$ cat src/rtl/eth_10g_rx_st_pkt_arbiter.sv
// Packet-aware 2:1 round-robin arbiter for the 10G MAC RX Avalon-ST frame path.
// Grants whole packets and drives a registered output beat that honours sink backpressure.
module eth_10g_rx_st_pkt_arbiter #(
  parameter int DATA_W  = 64,
  parameter int EMPTY_W = 3,
  parameter int CNT_W   = 16
) (
  input  logic               clk,
  input  logic               reset,

  input  logic               in0_valid,
  output logic               in0_ready,
  input  logic [DATA_W-1:0]  in0_data,
  input  logic               in0_error,
  input  logic               in0_startofpacket,
  input  logic               in0_endofpacket,
  input  logic [EMPTY_W-1:0] in0_empty,

  input  logic               in1_valid,
  output logic               in1_ready,
  input  logic [DATA_W-1:0]  in1_data,
  input  logic               in1_error,
  input  logic               in1_startofpacket,
  input  logic               in1_endofpacket,
  input  logic [EMPTY_W-1:0] in1_empty,

  output logic               out_valid,
  input  logic               out_ready,
  output logic [DATA_W-1:0]  out_data,
  output logic               out_error,
  output logic               out_startofpacket,
  output logic               out_endofpacket,
  output logic [EMPTY_W-1:0] out_empty,
  output logic               out_channel,

  output logic [CNT_W-1:0]   pkt_cnt0,
  output logic [CNT_W-1:0]   pkt_cnt1,
  output logic [CNT_W-1:0]   orphan_cnt
);

  typedef enum logic [1:0] {
    IDLE  = 2'd0,
    LOCK0 = 2'd1,
    LOCK1 = 2'd2
  } state_t;

  typedef struct packed {
    logic [DATA_W-1:0]  data;
    logic               error;
    logic               sop;
    logic               eop;
    logic [EMPTY_W-1:0] empty;
  } beat_t;

  state_t           state, state_nxt;
  logic             last_grant, last_grant_nxt;
  logic             space;
  logic             cand0, cand1;
  logic             grant0, grant1;
  logic             fwd, fwd_sel;
  logic             orphan0, orphan1;
  logic             pkt_inc0, pkt_inc1;
  beat_t            beat0, beat1, fwd_beat;
  logic [CNT_W:0]   orphan_sum;
  logic [CNT_W-1:0] orphan_nxt;

  assign beat0 = {in0_data, in0_error, in0_startofpacket, in0_endofpacket, in0_empty};
  assign beat1 = {in1_data, in1_error, in1_startofpacket, in1_endofpacket, in1_empty};

  assign space = !out_valid || out_ready;

  // Round-robin tie break: on a tie the source that did not win last time is granted.
  assign cand0  = in0_valid && in0_startofpacket;
  assign cand1  = in1_valid && in1_startofpacket;
  assign grant0 = cand0 && (!cand1 || last_grant);
  assign grant1 = cand1 && (!cand0 || !last_grant);

  assign fwd_sel  = (state == LOCK1) || ((state == IDLE) && grant1);
  assign fwd_beat = fwd_sel ? beat1 : beat0;

  always_comb begin
    // NOTE: every signal driven here gets a default first; a path that leaves one
    // unassigned would make it hold its old value, i.e. infer a latch.
    state_nxt      = state;
    last_grant_nxt = last_grant;
    in0_ready      = 1'b0;
    in1_ready      = 1'b0;
    fwd            = 1'b0;
    orphan0        = 1'b0;
    orphan1        = 1'b0;
    pkt_inc0       = 1'b0;
    pkt_inc1       = 1'b0;

    case (state)
      IDLE: begin
        // Non-SOP beats outside a packet are swallowed so they cannot block arbitration.
        orphan0   = in0_valid && !in0_startofpacket;
        orphan1   = in1_valid && !in1_startofpacket;
        in0_ready = orphan0 || (grant0 && space);
        in1_ready = orphan1 || (grant1 && space);
        if ((grant0 || grant1) && space) begin
          fwd            = 1'b1;
          last_grant_nxt = grant1;
          if (fwd_beat.eop) begin
            pkt_inc0 = grant0;
            pkt_inc1 = grant1;
          end else begin
            state_nxt = grant1 ? LOCK1 : LOCK0;
          end
        end
      end

      LOCK0: begin
        in0_ready = space;
        fwd       = in0_valid && space;
        if (fwd && in0_endofpacket) begin
          pkt_inc0  = 1'b1;
          state_nxt = IDLE;
        end
      end

      LOCK1: begin
        in1_ready = space;
        fwd       = in1_valid && space;
        if (fwd && in1_endofpacket) begin
          pkt_inc1  = 1'b1;
          state_nxt = IDLE;
        end
      end

      default: state_nxt = IDLE;
    endcase
  end

  // Two orphans can arrive in one cycle, so the carry out of the sum detects saturation.
  assign orphan_sum = {1'b0, orphan_cnt} + (CNT_W+1)'(orphan0) + (CNT_W+1)'(orphan1);
  assign orphan_nxt = orphan_sum[CNT_W] ? '1 : orphan_sum[CNT_W-1:0];

  // NOTE: sequential state uses non-blocking assignments so every flop samples the
  // pre-edge values no matter in which order the simulator evaluates processes.
  always_ff @(posedge clk) begin
    if (reset) begin
      state             <= IDLE;
      last_grant        <= 1'b1;
      out_valid         <= 1'b0;
      out_data          <= '0;
      out_error         <= 1'b0;
      out_startofpacket <= 1'b0;
      out_endofpacket   <= 1'b0;
      out_empty         <= '0;
      out_channel       <= 1'b0;
      pkt_cnt0          <= '0;
      pkt_cnt1          <= '0;
      orphan_cnt        <= '0;
    end else begin
      state      <= state_nxt;
      last_grant <= last_grant_nxt;

      if (fwd) begin
        out_valid         <= 1'b1;
        out_data          <= fwd_beat.data;
        out_error         <= fwd_beat.error;
        out_startofpacket <= fwd_beat.sop;
        out_endofpacket   <= fwd_beat.eop;
        out_empty         <= fwd_beat.empty;
        out_channel       <= fwd_sel;
      end else if (out_ready) begin
        out_valid <= 1'b0;
      end

      if (pkt_inc0) pkt_cnt0 <= pkt_cnt0 + CNT_W'(1);
      if (pkt_inc1) pkt_cnt1 <= pkt_cnt1 + CNT_W'(1);
      orphan_cnt <= orphan_nxt;
    end
  end

endmodule

$ cat config.mk
export PLATFORM = sky130hd
export DESIGN_NAME = eth_10g_rx_st_pkt_arbiter
export DESIGN_NICKNAME = d
export VERILOG_FILES = /design/src/rtl/eth_10g_rx_st_pkt_arbiter.sv
export SDC_FILE = /design/constraint.sdc
export NUM_CORES = 1
export LEC_CHECK = 0
export CAP_MARGIN = 20
export CORE_MARGIN = 1.5
export CORE_UTILIZATION = 37
export CTS_CLUSTER_SIZE = 8
export DETAILED_ROUTE_END_ITERATION = 7
export GPL_ROUTABILITY_DRIVEN = 0
export HOLD_SLACK_MARGIN = 0.05
export PLACE_DENSITY = 0.77
export REMOVE_ABC_BUFFERS = 1
export SYNTH_ARGS = -nofsm -noshare
export SYNTH_HDL_FRONTEND = slang
export SYNTH_SLANG_ARGS = --single-unit
$ cat constraint.sdc
create_clock -name clk -period 2.87 [get_ports clk]
set_input_delay 0.574 -clock clk [delete_from_list [all_inputs] [get_ports clk]]
set_output_delay 0.574 -clock clk [all_outputs]
set_load 0.02 [all_outputs]
==> summary.txt, run 1 <==
Global routing
  – Grt total ovfl: 0
  – Met1 Usage GRT: 25.4%
  – Largest net degree at the start of global routing: 72
  – Most used routing layer: met2
  – Total track usage: 22.0%
  – Global-route track usage on met2: 38.3%
  – Initial antenna violation count: 0
  – Vias in the first global route: 5460
  – First-pass GRT wire length: 28100 µm
  – Met3 usage: 7.73%

Worst setup path
  – Cells on worst reg2reg path: 5
  – Crit path capture type: flip-flop
  – CP required: 3.20 ns
  – R2R setup slack: 0.43 ns
  – Worst Path Arrival: 2.89 ns
  – Critical Path Source Type: primary input
  – CP Max Fanout: 4
  – Critical path class: in2reg
  – RR Endpoint: pkt_cnt0[15]
  – Setup crit start: in1_valid
  – RR Startpoint: state[0]

Timing
  – Setup_tns: 0 ns
  – Slew margin rel.: 60.9%
  – Layout Skew: 0.00659 ns
  – Fin crit share: 89.2%
  – Hold Slack: 0.459 ns
  – RSZ-0062 raised after global routing: no
  – Final setup vio count: 0
  – Minimum clock period: 2.56 ns
  – Fin worst setup slack: 0.309 ns
  – Pins Over Slew Limit: 0
  – Slew @ Worst Pin: 0.582 ns
  – Hold Fails Final Rpt: 0
  – Fmax: 391 MHz

Floorplan
  – Die area: 15900 µm²
  – Die W: 126 µm
  – Core Region: 14600 µm²
  – Die Y-Extent: 126 µm
  – Core Rows: 44
  – I/O Pins: 267
  – Initial Util: 38.3%

Logic synthesis
  – Distinct cells, synth: 48
  – Post-Syn Area: 5600 µm²
  – Top cells by area, synth: dfxtp_1 44%, mux2i_1 13%, o2bb2ai_1 11%
  – Seq/Total Area, Yosys: 44.0%
  – Async S/R FF share, synth: 0%
  – Synth top cells by count: 123 x dfxtp_1, 70 x mux2i_1, 69 x o2bb2ai_1
  – Number of synthesized flops with an enable pin: 0
  – Ys flop type: dfxtp_1
  – Mapped Avg Cell Area: 9.81 µm²
  – Synth warn: 0
  – Dominant cell by count in the synthesized netlist: dfxtp_1
  – Mapped Cells: 571
  – FF+latch count, synth: 123
  – Post-synth top area cell: dfxtp_1
  – Synth top area share: 44.0%

Status
  – Failing checks: DRC
  – Outcome: finished with violations

Clocking
  – TritonCTS Buffers: 17
  – Clock latency on the worst-skew pair: 0.41 ns
  – Clock transition at the registers of the reported paths: 0.05 ns
  – Clk buf depth: 2
  – Root buffer selected by CTS: clkbuf_16
  – H-tree depth: 4
  – CTS Hold Buffers Added: 0
  – CTS tree: done
  – Clock Sink Count: 123

Placed design
  – Placed insts: 1006
  – Post-place setup slack: -0.335 ns
  – # port buffers: 266
  – Final HPWL DP: 13300 µm
  – Placed Area: 8580 µm²

Pwr
  – IR drop worst, VDD: 596 µV
  – Leakage power: 3.23 nW
  – Cell area power density: 547 nW/µm²
  – Overall power: 5.05 mW

Layout
  – Final Util: 63.0%
  – Final nets: 990
  – Area growth from synthesis to layout: 64.8%
  – N_diodes: 0
  – Post-route cell area: 9230 µm²
  – Proportion of layout cells with a drive suffix above 1: 9.48%
  – Multi-input gate area: 2960 µm²
  – Fill cells: 1184
  – FF/Latch Area: 2460 µm²
  – Non-Filler Instances: 1038

Detailed routing
  – Routed length per placed instance: 17.2 µm
  – Via count: 5471
  – 1st-iter DRT viols: 246
  – Post-route DRC: 23
  – Overall routed net length: 17800 µm
  – Routed Antenna Nets: 0
  – Via density: 5.27
  – Drt pass-1 iters: 7

Worst hold path
  – Hold Path Stages: 1
  – Min-delay worst type: reg2reg
  – Worst Hold Path EP: out_data[16]
  – Hold_sp: out_data[16]

Job
  – Max cap viols: 0
cells by family after synthesis:
family,count (synthesis),share of synthesized area [%]
xor gates and xnor gates,9,1.41
AOI/OAI and AO/OA,140,18.5
DFF,123,44.0
and+or+nand+nor,157,15.6
adders and majority gates,4,1.03
muxes,86,15.7
buffers and inverters,52,3.77
flip-flops by register name, indices dropped and copies added (netlist names):
signal / flops
orphan_cnt: 16
out_channel: 1
out_error: 1
out_empty: 3
out_data: 64
pkt_cnt1: 16
out_endofpacket: 1
out_valid: 1
last_grant: 1
out_startofpacket: 1
pkt_cnt0: 16
state: 2
placed cells by master, fill, tap and decap left out, types with 4 or more instances in the layout:
cell and instances:
nor2_1 23, clkbuf_16 17, clkdlybuf4s50_1 263, nand4_1 11
or4_1 12, o31ai_1 11, nor2b_1 18, buf_4 22
nand3_1 13, inv_1 11, bufinv_16 4, buf_12 4
nor3_1 16, o2bb2ai_1 69, mux2i_1 70, a21oi_1 36
mux2_2 16, nand2b_1 4, o21ai_0 7, nand2_1 23
dfxtp_1 122, or3_1 5, xnor2_1 8, and3_1 4
nor4_1 11
power by group:
| group | internal, mW | total [mW] | leakage, nW | switching (mW) |
|---|---|---|---|---|
| clock | 1.50 | 2.25 | 0.303 | 0.749 |
| sequential | 1.81 | 1.87 | 1.00 | 0.0624 |
| combinational | 0.494 | 0.927 | 1.93 | 0.432 |
| total | 3.80 | 5.05 | 3.23 | 1.24 |
layout make-up:
class | instances | area share, %
timing repair buffer | 292 | 31.5
tap | 184 | 2.49
clock inverter | 11 | 1.82
sequential | 123 | 26.7
clock buffer | 21 | 4.99
inverter | 11 | 0.447
multi-input combinational | 396 | 32.0
repair_timing:
action	CTS	global route
resized for setup	1	4
pin swaps	0	0
setup buffers	0	0
gates cloned	0	0
setup endpoints to repair	1	7
hold endpoints to repair	0	0
worst max-delay path: stages:
cell,delay [ns]
clkdlybuf4s50_1,0.50
inv_1,0.08
nor4_2,0.33
fa_1,0.28
ha_1,0.18
nand3_1,0.13
nor4_2,0.34
nand3_1,0.17
buf_4,0.17
a21oi_1,0.14
per-layer routing:
layer	part of all wire, %	wire, µm
met3	7.2	1280
met1	41	7340
met5	0	0
met4	2.0	358
met2	50	8860
worst max-delay path by stage:
| stage | slack [ns] | end |
|---|---|---|
| after global routing | 0.12 | orphan_cnt[7] |
| after floorplan | -5.93 | in1_ready |
| final | 0.31 | orphan_cnt[2] |
| after detailed placement | -0.34 | orphan_cnt[9] |
| after CTS | 0.002 | in0_ready |
| after global placement | -0.08 | orphan_cnt[10] |
(Power assumes the default switching activity.)
==> inputs of run 2 (changes only) <==
--- a/config.mk
+++ b/config.mk
@@ -5,7 +5,6 @@
 export SDC_FILE = /design/constraint.sdc
 export NUM_CORES = 1
 export LEC_CHECK = 0
-export CAP_MARGIN = 20
 export CORE_MARGIN = 1.5
 export CORE_UTILIZATION = 37
 export CTS_CLUSTER_SIZE = 8
==> results of run 2 <==
Final layout, timing and power as in run 1 (identical DEF).
